--- config.mk ---
export PLATFORM = sky130hd
export DESIGN_NAME = scan_sel_gen
export DESIGN_NICKNAME = d
export VERILOG_FILES = /design/src/rtl/scan_pkg.sv /design/src/rtl/onehot_dec.sv /design/src/rtl/scan_sel_gen.sv
export SDC_FILE = /design/constraint.sdc
export NUM_CORES = 1
export LEC_CHECK = 0
export BUFFER_PORTS_ARGS = -buffer_cell sky130_fd_sc_hd__buf_2
export CAP_MARGIN = 30
export CORE_MARGIN = 2
export CORE_UTILIZATION = 43
export CTS_CLUSTER_DIAMETER = 60
export CTS_CLUSTER_SIZE = 20
export DETAILED_ROUTE_END_ITERATION = 8
export GPL_TIMING_DRIVEN = 0
export PLACE_DENSITY = 0.65
export REMOVE_ABC_BUFFERS = 1
export SYNTH_ARGS = -nofsm -noshare
export SYNTH_HDL_FRONTEND = slang
export SYNTH_HIERARCHICAL = 1
export SYNTH_SLANG_ARGS = --single-unit
--- constraint.sdc ---
create_clock -name clk -period 4.3 [get_ports clk]
set_input_delay 0 -clock clk [delete_from_list [all_inputs] [get_ports clk]]
set_output_delay 0 -clock clk [all_outputs]
set_load 0.05 [all_outputs]
--- src/rtl/scan_pkg.sv ---
// scan_pkg: state encoding and sizing helpers shared by the LED scan select generator
package scan_pkg;
    typedef enum logic [1:0] {IDLE = 2'd0, SHOW = 2'd1, BLANK = 2'd2} state_t;

    function automatic int cnt_w(input int dwell, input int gap);
        int m;
        m = dwell > gap ? dwell : gap;
        return m > 1 ? $clog2(m) : 1;
    endfunction

    function automatic logic sel_off(input int active_low);
        return active_low != 0;
    endfunction
endpackage

--- src/rtl/onehot_dec.sv ---
// onehot_dec: index to one-hot decode; indices at or beyond N decode to all zeros
module onehot_dec #(
    parameter int N = 4,
    localparam int W = $clog2(N)
) (
    input  logic [W-1:0] i,
    output logic [N-1:0] oh
);
    always_comb for (int k = 0; k < N; k++) oh[k] = i == W'(k);
endmodule

--- src/rtl/scan_sel_gen.sv ---
// scan_sel_gen: time-multiplexed one-hot digit/row select with dwell, blanking gap and manual hold
module scan_sel_gen
    import scan_pkg::*;
#(
    parameter int CH_NUM = 32,
    parameter int DWELL_CYC = 5000,
    parameter int BLANK_CYC = 50,
    parameter int ACTIVE_LOW = 0,
    localparam int IDX_W = $clog2(CH_NUM)
) (
    input  logic              clk,
    input  logic              rst,
    input  logic              en,
    input  logic              mode,
    input  logic [IDX_W-1:0]  man_idx,
    output logic [CH_NUM-1:0] sel,
    output logic [IDX_W-1:0]  idx,
    output logic              blank,
    output logic              frame_start
);
    localparam int CW = cnt_w(DWELL_CYC, BLANK_CYC);
    localparam logic [CH_NUM-1:0] OFF = {CH_NUM{sel_off(ACTIVE_LOW)}};

    state_t state;
    logic [CW-1:0] cnt;
    logic [IDX_W-1:0] tgt;
    logic [CH_NUM-1:0] tgt_oh;
    logic run_auto, tgt_ok, dwell_done, blank_done, change, enter, to_blank;

    // tgt is the channel that would be shown next; an out-of-range manual pick decodes to nothing
    assign tgt = mode ? man_idx : (state == IDLE || idx == IDX_W'(CH_NUM - 1)) ? '0 : idx + IDX_W'(1);
    assign tgt_ok = |tgt_oh;
    assign dwell_done = cnt == CW'(DWELL_CYC - 1);
    assign blank_done = BLANK_CYC == 0 || cnt == CW'(BLANK_CYC - 1);
    assign change = run_auto ? dwell_done : mode && man_idx != idx;
    assign enter = state == IDLE ? tgt_ok : state == BLANK ? blank_done && tgt_ok :
                   state == SHOW && change && BLANK_CYC == 0 && tgt_ok;
    assign to_blank = state == IDLE ? !tgt_ok : state == SHOW && change && !(BLANK_CYC == 0 && tgt_ok);

    onehot_dec #(.N(CH_NUM)) u_dec (.i(tgt), .oh(tgt_oh));

    // run_auto latches the mode at SHOW entry so an auto dwell finishes before manual takes over
    always_ff @(posedge clk) begin
        if (rst || !en) begin
            state <= IDLE;
            idx <= '0;
            cnt <= '0;
            run_auto <= 1'b0;
            blank <= 1'b1;
            frame_start <= 1'b0;
            sel <= OFF;
        end else if (enter) begin
            state <= SHOW;
            idx <= tgt;
            cnt <= '0;
            run_auto <= !mode;
            blank <= 1'b0;
            frame_start <= !mode && tgt == '0;
            sel <= tgt_oh ^ OFF;
        end else begin
            frame_start <= 1'b0;
            if (to_blank) begin
                state <= BLANK;
                cnt <= '0;
                blank <= 1'b1;
                sel <= OFF;
            end else if (state == SHOW && !run_auto && !mode)
                run_auto <= 1'b1;
            else if ((state == SHOW && run_auto) || (state == BLANK && !blank_done))
                cnt <= cnt + CW'(1);
        end
    end
endmodule
Word-level counts from Yosys, hierarchy flattened

Index checks and enable logic that the tools add are counted.

Add/sub/neg operators: 2
Equal/unequal tests: 38
Multiplexer cells: 15
Bitwise operators: 2
Reductions and logical operators: 26

Operators with widths:

| operator                | number |
|---|---|
| $eq A5 B5 Y1 const B    | 17 |
| $mux W32                | 2 |
| $eq A5 B4 Y1 const B    | 8 |
| $reduce_or A32 Y1       | 1 |
| $eq A5 B3 Y1 const B    | 4 |
| $add A13 B1 Y13 const B | 1 |
| $eq A13 B13 Y1 const B  | 1 |
| $eq A13 B6 Y1 const B   | 1 |
| $mux W1                 | 11 |
| $eq A5 B2 Y1 const B    | 2 |
| $mux W5                 | 2 |
| $logic_and A1 B1 Y1     | 8 |
| $add A5 B1 Y5 const B   | 1 |
| $eq A5 B1 Y1 const B    | 1 |
| $logic_not A1 Y1        | 5 |
| $logic_not A5 Y1        | 1 |
| $ne A5 B5 Y1            | 1 |
| $reduce_and A2 Y1       | 2 |
| $reduce_bool A2 Y1      | 2 |
| $reduce_or A2 Y1        | 2 |
| $logic_or A1 B1 Y1      | 3 |
| $reduce_or A3 Y1        | 1 |
| $eq A2 B1 Y1 const B    | 1 |
| $eq A2 B2 Y1 const B    | 1 |
| other kinds (3)         | 4 |

Bits in registers: 55
Input bits: 9
Word-level logic and storage cells: 91

Depth between registers and ports, before layout

Word-level depth: 11
Depth in mapped cells: 14

Hierarchy

Netlist, hierarchy kept.

Modules (own cells, without submodules):

| module       | times used | cells each | area an instance (um2) |
|---|---|---|---|
| scan_sel_gen | 1          | 304        | 2,598.7 |
| onehot_dec   | 1          | 47         | 221.5 |

Least setup slack after synthesis

OpenSTA, ideal clock, no wires.

Path type: register -> register
From: reg idx[0]
To: reg run_auto
Setup time: 117 ps
Arrival: 3,752 ps
Data required time: 4,183 ps
Path slack: 431 ps
Cell stages (with the launch flop): 13
Path buffers: 0
Cell sequence: dfxtp_1 ha_1 and3_1 ha_1 or3_1 o21ai_0 or3b_4 nor2_1 nor4_1 and4_1 a21oi_1 nand2_2 a32o_1

Cells in the longest elaborated chain, start to end: 11
Elaborated cells between the ends (all ways): 51
Those cells by class: add/sub (1); eq/ne (34); mux (7); reduce/logical (9)

Ends and longest elaborated chain:

| what                                                                | RTL line           | RTL |
|---|---|---|
| start: declaration                                                  | scan_sel_gen.sv:17 | `output logic [IDX_W-1:0] idx,` |
| start signal: assignment                                            | scan_sel_gen.sv:54 | `idx <= tgt;` |
| branches (longest 2 deep; another with $add A5 B1 Y5)               | --                 |  |
| $mux W5 * (2 in series)                                             | scan_sel_gen.sv:31 | `assign tgt = mode ? man_idx : (state == IDLE \|\| idx == IDX_W'(CH_NUM - 1)) ? '0 : idx + IDX_W'(1);` |
| net tgt[2]                                                          | scan_sel_gen.sv:26 | `logic [IDX_W-1:0] tgt;` |
| $eq A5 B3 Y1 *                                                      | onehot_dec.sv:9    | `always_comb for (int k = 0; k < N; k++) oh[k] = i == W'(k);` |
| net tgt_oh[4]                                                       | scan_sel_gen.sv:27 | `logic [CH_NUM-1:0] tgt_oh;` |
| $reduce_or A32 Y1 *                                                 | scan_sel_gen.sv:32 | `assign tgt_ok = \|tgt_oh;` |
| $logic_and A1 B1 Y1                                                 | scan_sel_gen.sv:36 | `assign enter = state == IDLE ? tgt_ok : state == BLANK ? blank_done && tgt_ok :` |
| $mux W1 (2 in series)                                               | scan_sel_gen.sv:36 |  |
| $ne A2 B2 Y1 (no source line) or $reduce_bool A2 Y1 (tied branches) | --                 |  |
| $reduce_and A2 Y1 (no source line)                                  | --                 |  |
| end signal: assignment                                              | scan_sel_gen.sv:56 | `run_auto <= !mode;` |
| end: declaration                                                    | scan_sel_gen.sv:28 | `logic run_auto, tgt_ok, dwell_done, blank_done, change, enter, to_blank;` |

Mark *: on every way through the listed nets, which the timed path passes.
A chain may end at the register's enable or synchronous reset.

Final worst setup path

Ends and elaborated chain as after synthesis.

==> out/qor.log <==
[sta] setup-violating endpoint count in the final report 0
[drt] iteration count of the initial detailed-routing pass 4
[global_route] initial antenna violation count 0
[setup_path] element type at the critical path start flip-flop
[power_and_ir_drop] worst-case vdd ir drop 173 uV
[floorplan] effective utilization at floorplan 0.444
[yosys] Cells after Synth 351
[sta] hold violation total from the final report 0
[sta] Max-Slew Margin vs Limit 0.383
[sta] final worst path period share 0.922
[setup_path] CP Capture Type flip-flop
[drt] Remaining DRCs 0
[global_route] global router's overall resource usage 0.187
[floorplan] horizontal die dimension 85.0 um
[placed_design] Final Wtd Congestion 0.845
[run_status] result of the run finished clean
[setup_path] worst endpoint required time 4.50 ns
[floorplan] Cell Rows 29
[sta] setup repair after global routing missed its margin no
[clock_network] number of H-tree levels 2
[layout] ratio of cells with drive above 1 in the final layout 0.192
[clock_network] number of post-CTS setup repair buffers 0
[layout] final core occ 0.505
[yosys] post-synthesis sequential element count 55
[setup_path] WP data arrival 4.16 ns
[sta] Layout Skew 0.0140 ns
[global_route] leftover overflow at the end of global routing 0
[sta] number of pins with negative max-slew slack in the final report 0
[drt] total number of vias 2634
[yosys] post-synthesis sequential area ratio 0.390
[placed_design] total of buffers placed on input and output ports 47
[global_route] vias in the first global route 2408
[drt] initial drt markers 145
[power_and_ir_drop] share of total power consumed by net switching 0.352
[sta] fin worst setup slack 0.335 ns
[clock_network] clock slew at reported path FFs 0.10 ns
[power_and_ir_drop] Leakage Power 1.18 nW
[power_and_ir_drop] total power 1.18 mW
[layout] layout filler cell count 643
[yosys] dominant synthesized flop cell sky130_fd_sc_hd__dfxtp_1
[sta] fin crit period 3.96 ns
[placed_design] post-detail-place hpwl 4550 um
[clock_network] Clock Root Buffer sky130_fd_sc_hd__clkbuf_8
[layout] fin nets 398
[yosys] count of flip-flops with a built-in enable after synthesis 0
[drt] post-detailed-route wirelength per cell 14.5 um
[clock_network] Longest Clk Path Bufs 2
[setup_path] Worst Path Max Fanout 36
[drt] Antenna Violating Nets Remaining 0
[sta] achievable frequency 0.252 GHz
[clock_network] worst skew pair latency 0.31 ns
[power_and_ir_drop] Psw 0.415 mW
[drt] Avg Vias per Cell 5.69
[power_and_ir_drop] power per standard cell area 368 mW/mm^2
[sta] actual transition at the worst max-transition pin 0.925 ns
[power_and_ir_drop] portion of total power attributed to sequential cells 0.461
[drt] final routed wirelength across all metal layers 6710 um
[global_route] first-pass GRT wire length 11100 um
[yosys] share of async-settable or async-resettable flops after synthesis 0
[clock_network] number of buffers created by CTS 5
[flow_run] number of max-cap violations 0
[clock_network] TritonCTS clock tree done
[floorplan] IO Pins 48
[layout] Synth-to-Final Area Change 13.7%
[layout] ANT cells 0
[global_route] pin count of the biggest net entering global routing 46
[floorplan] core outline area 0.00635 mm^2
[yosys] Yosys Warn Count 6
[clock_network] CTS sink cnt 55
[yosys] distinct cell type count after synthesis 47
[yosys] Avg Cell Area, Syn 8.03 um^2
[sta] hold slack final 0.113 ns
[power_and_ir_drop] combinational group share of total power 0.273
[min_path] worst min-delay path category in -> reg
[placed_design] post-place setup slack -0.377 ns
[floorplan] overall die area 0.00722 mm^2
[yosys] Syn Std Cell Area 0.00282 mm^2
[power_and_ir_drop] internal power of the cells 0.765 mW
[setup_path] critical path type reg -> reg
[floorplan] vertical die dimension 85.0 um
[power_and_ir_drop] clock share of power 0.265
logic make-up after synthesis:
family                   Yosys count  share of synthesized area
AND/OR/NAND/NOR                  184                      0.330
adder cells (fa/ha/maj)            4                     0.0177
XOR/XNOR                          19                     0.0590
multiplexers                       1                    0.00399
AO/OA/AOI/OAI                     61                      0.150
flip-flops                        55                      0.390
buffers and inverters             27                     0.0488
worst paths after layout:
kind,cells after the start,end,startpoint,slack (ns)
max,12,run_auto,idx[0],0.34
min,4,sel[25],rst,0.11
min reg2reg,2,sel[15],sel[15],0.46
max reg2reg,12,run_auto,idx[0],0.34
registers in the layout, summed over array words and instances (netlist names):
register     count
run_auto         1
blank            1
sel             32
idx              5
frame_start      1
state            2
cnt             13
worst max-delay path, cell delays in order (launching register included):
cell and delay [ns]:
sky130_fd_sc_hd__dfxtp_1 0.41, sky130_fd_sc_hd__ha_1 0.26, sky130_fd_sc_hd__and3_1 0.20, sky130_fd_sc_hd__ha_1 0.19
sky130_fd_sc_hd__or3_1 0.46, sky130_fd_sc_hd__o21ai_2 0.39, sky130_fd_sc_hd__or3b_4 0.47, sky130_fd_sc_hd__nor2_1 0.15
sky130_fd_sc_hd__nor4_1 0.07, sky130_fd_sc_hd__and4_1 0.25, sky130_fd_sc_hd__a21oi_2 0.35, sky130_fd_sc_hd__nand2_4 0.30
sky130_fd_sc_hd__a32o_1 0.35
power by group through the flow:
stage          logic [mW]  clock network [mW]  registers (mW)
6_report            0.323               0.313           0.545
3_5_place_dp        0.306                   0           0.555
3_3_place_gp        0.302                   0           0.555
4_1_cts             0.311               0.322           0.544
5_1_grt             0.355               0.345           0.548
2_1_floorplan       0.191                   0           0.589
per-stage QoR:
stage / TNS [ns] / area, um^2 / instances
global route: 0 / 3210 / 463
floorplan: 0 / 2700 / 328
global placement: -2.68 / 3030 / 452
CTS: 0 / 3180 / 462
detailed placement: -6.83 / 3060 / 453
finish: 0 / 3210 / 463
Yosys cell counts (3+ instances only):
cell type | count | area share
sky130_fd_sc_hd__nand2_1 | 72 | 0.096
sky130_fd_sc_hd__dfxtp_1 | 55 | 0.39
sky130_fd_sc_hd__nor2_1 | 40 | 0.053
sky130_fd_sc_hd__o22ai_1 | 32 | 0.071
sky130_fd_sc_hd__nor3_1 | 24 | 0.043
sky130_fd_sc_hd__xor2_1 | 13 | 0.040
sky130_fd_sc_hd__clkbuf_1 | 12 | 0.016
sky130_fd_sc_hd__nor4_1 | 10 | 0.022
sky130_fd_sc_hd__a21oi_1 | 7 | 0.012
sky130_fd_sc_hd__xnor2_1 | 6 | 0.019
sky130_fd_sc_hd__buf_2 | 5 | 0.0089
sky130_fd_sc_hd__o21ai_0 | 5 | 0.0089
sky130_fd_sc_hd__buf_4 | 4 | 0.011
sky130_fd_sc_hd__ha_1 | 4 | 0.018
sky130_fd_sc_hd__inv_1 | 4 | 0.0053
sky130_fd_sc_hd__nand2b_1 | 4 | 0.0089
sky130_fd_sc_hd__nand3_1 | 4 | 0.0071
sky130_fd_sc_hd__nand3b_1 | 4 | 0.011
sky130_fd_sc_hd__and3_1 | 3 | 0.0067
sky130_fd_sc_hd__and4_1 | 3 | 0.0093
sky130_fd_sc_hd__o2111ai_1 | 3 | 0.0093
sky130_fd_sc_hd__or3b_4 | 3 | 0.012
layout by cell type (no fill, tap or decap), drive strengths merged, types with 4 or more instances in the layout:
cell type,instances
nand3b,6
buf,48
nand3,4
o21ai,5
nand2b,4
xnor2,6
a21oi,7
nor3,24
nor4,11
o22ai,32
nor2,40
inv,4
o2111ai,4
nand2,73
and3,4
xor2,13
clkbuf,7
ha,4
dfxtp,55
per-layer routing:
metal | GRT usage | wire length (um) | vias to the layer above
met5 | 0 | 0 | -
met4 | 0.0606 | 80 | 0
met3 | 0.0447 | 419 | 8
met2 | 0.281 | 2890 | 86
met1 | 0.266 | 3320 | 1225
li1 | - | - | 1315
timing repair:
action                                 CTS  global route
hold buffers                             1             0
endpoints found under the hold margin    1             0
setup endpoints to repair               36            49
cloned                                   0             1
pin swaps                                0             0
gates resized for setup                  3             5
final cells by class:
class | count | area, um^2 | area share
Multi-Input combinational cell | 270 | 1630 | 0.507
Sequential cell | 55 | 1100 | 0.343
Timing Repair Buffer | 49 | 265 | 0.0827
Clock buffer | 7 | 96.3 | 0.0300
Tap cell | 77 | 96.3 | 0.0300
Inverter | 4 | 15.0 | 0.00468
Clock inverter | 1 | 7.51 | 0.00234
Power figures use the tool's default switching activity.
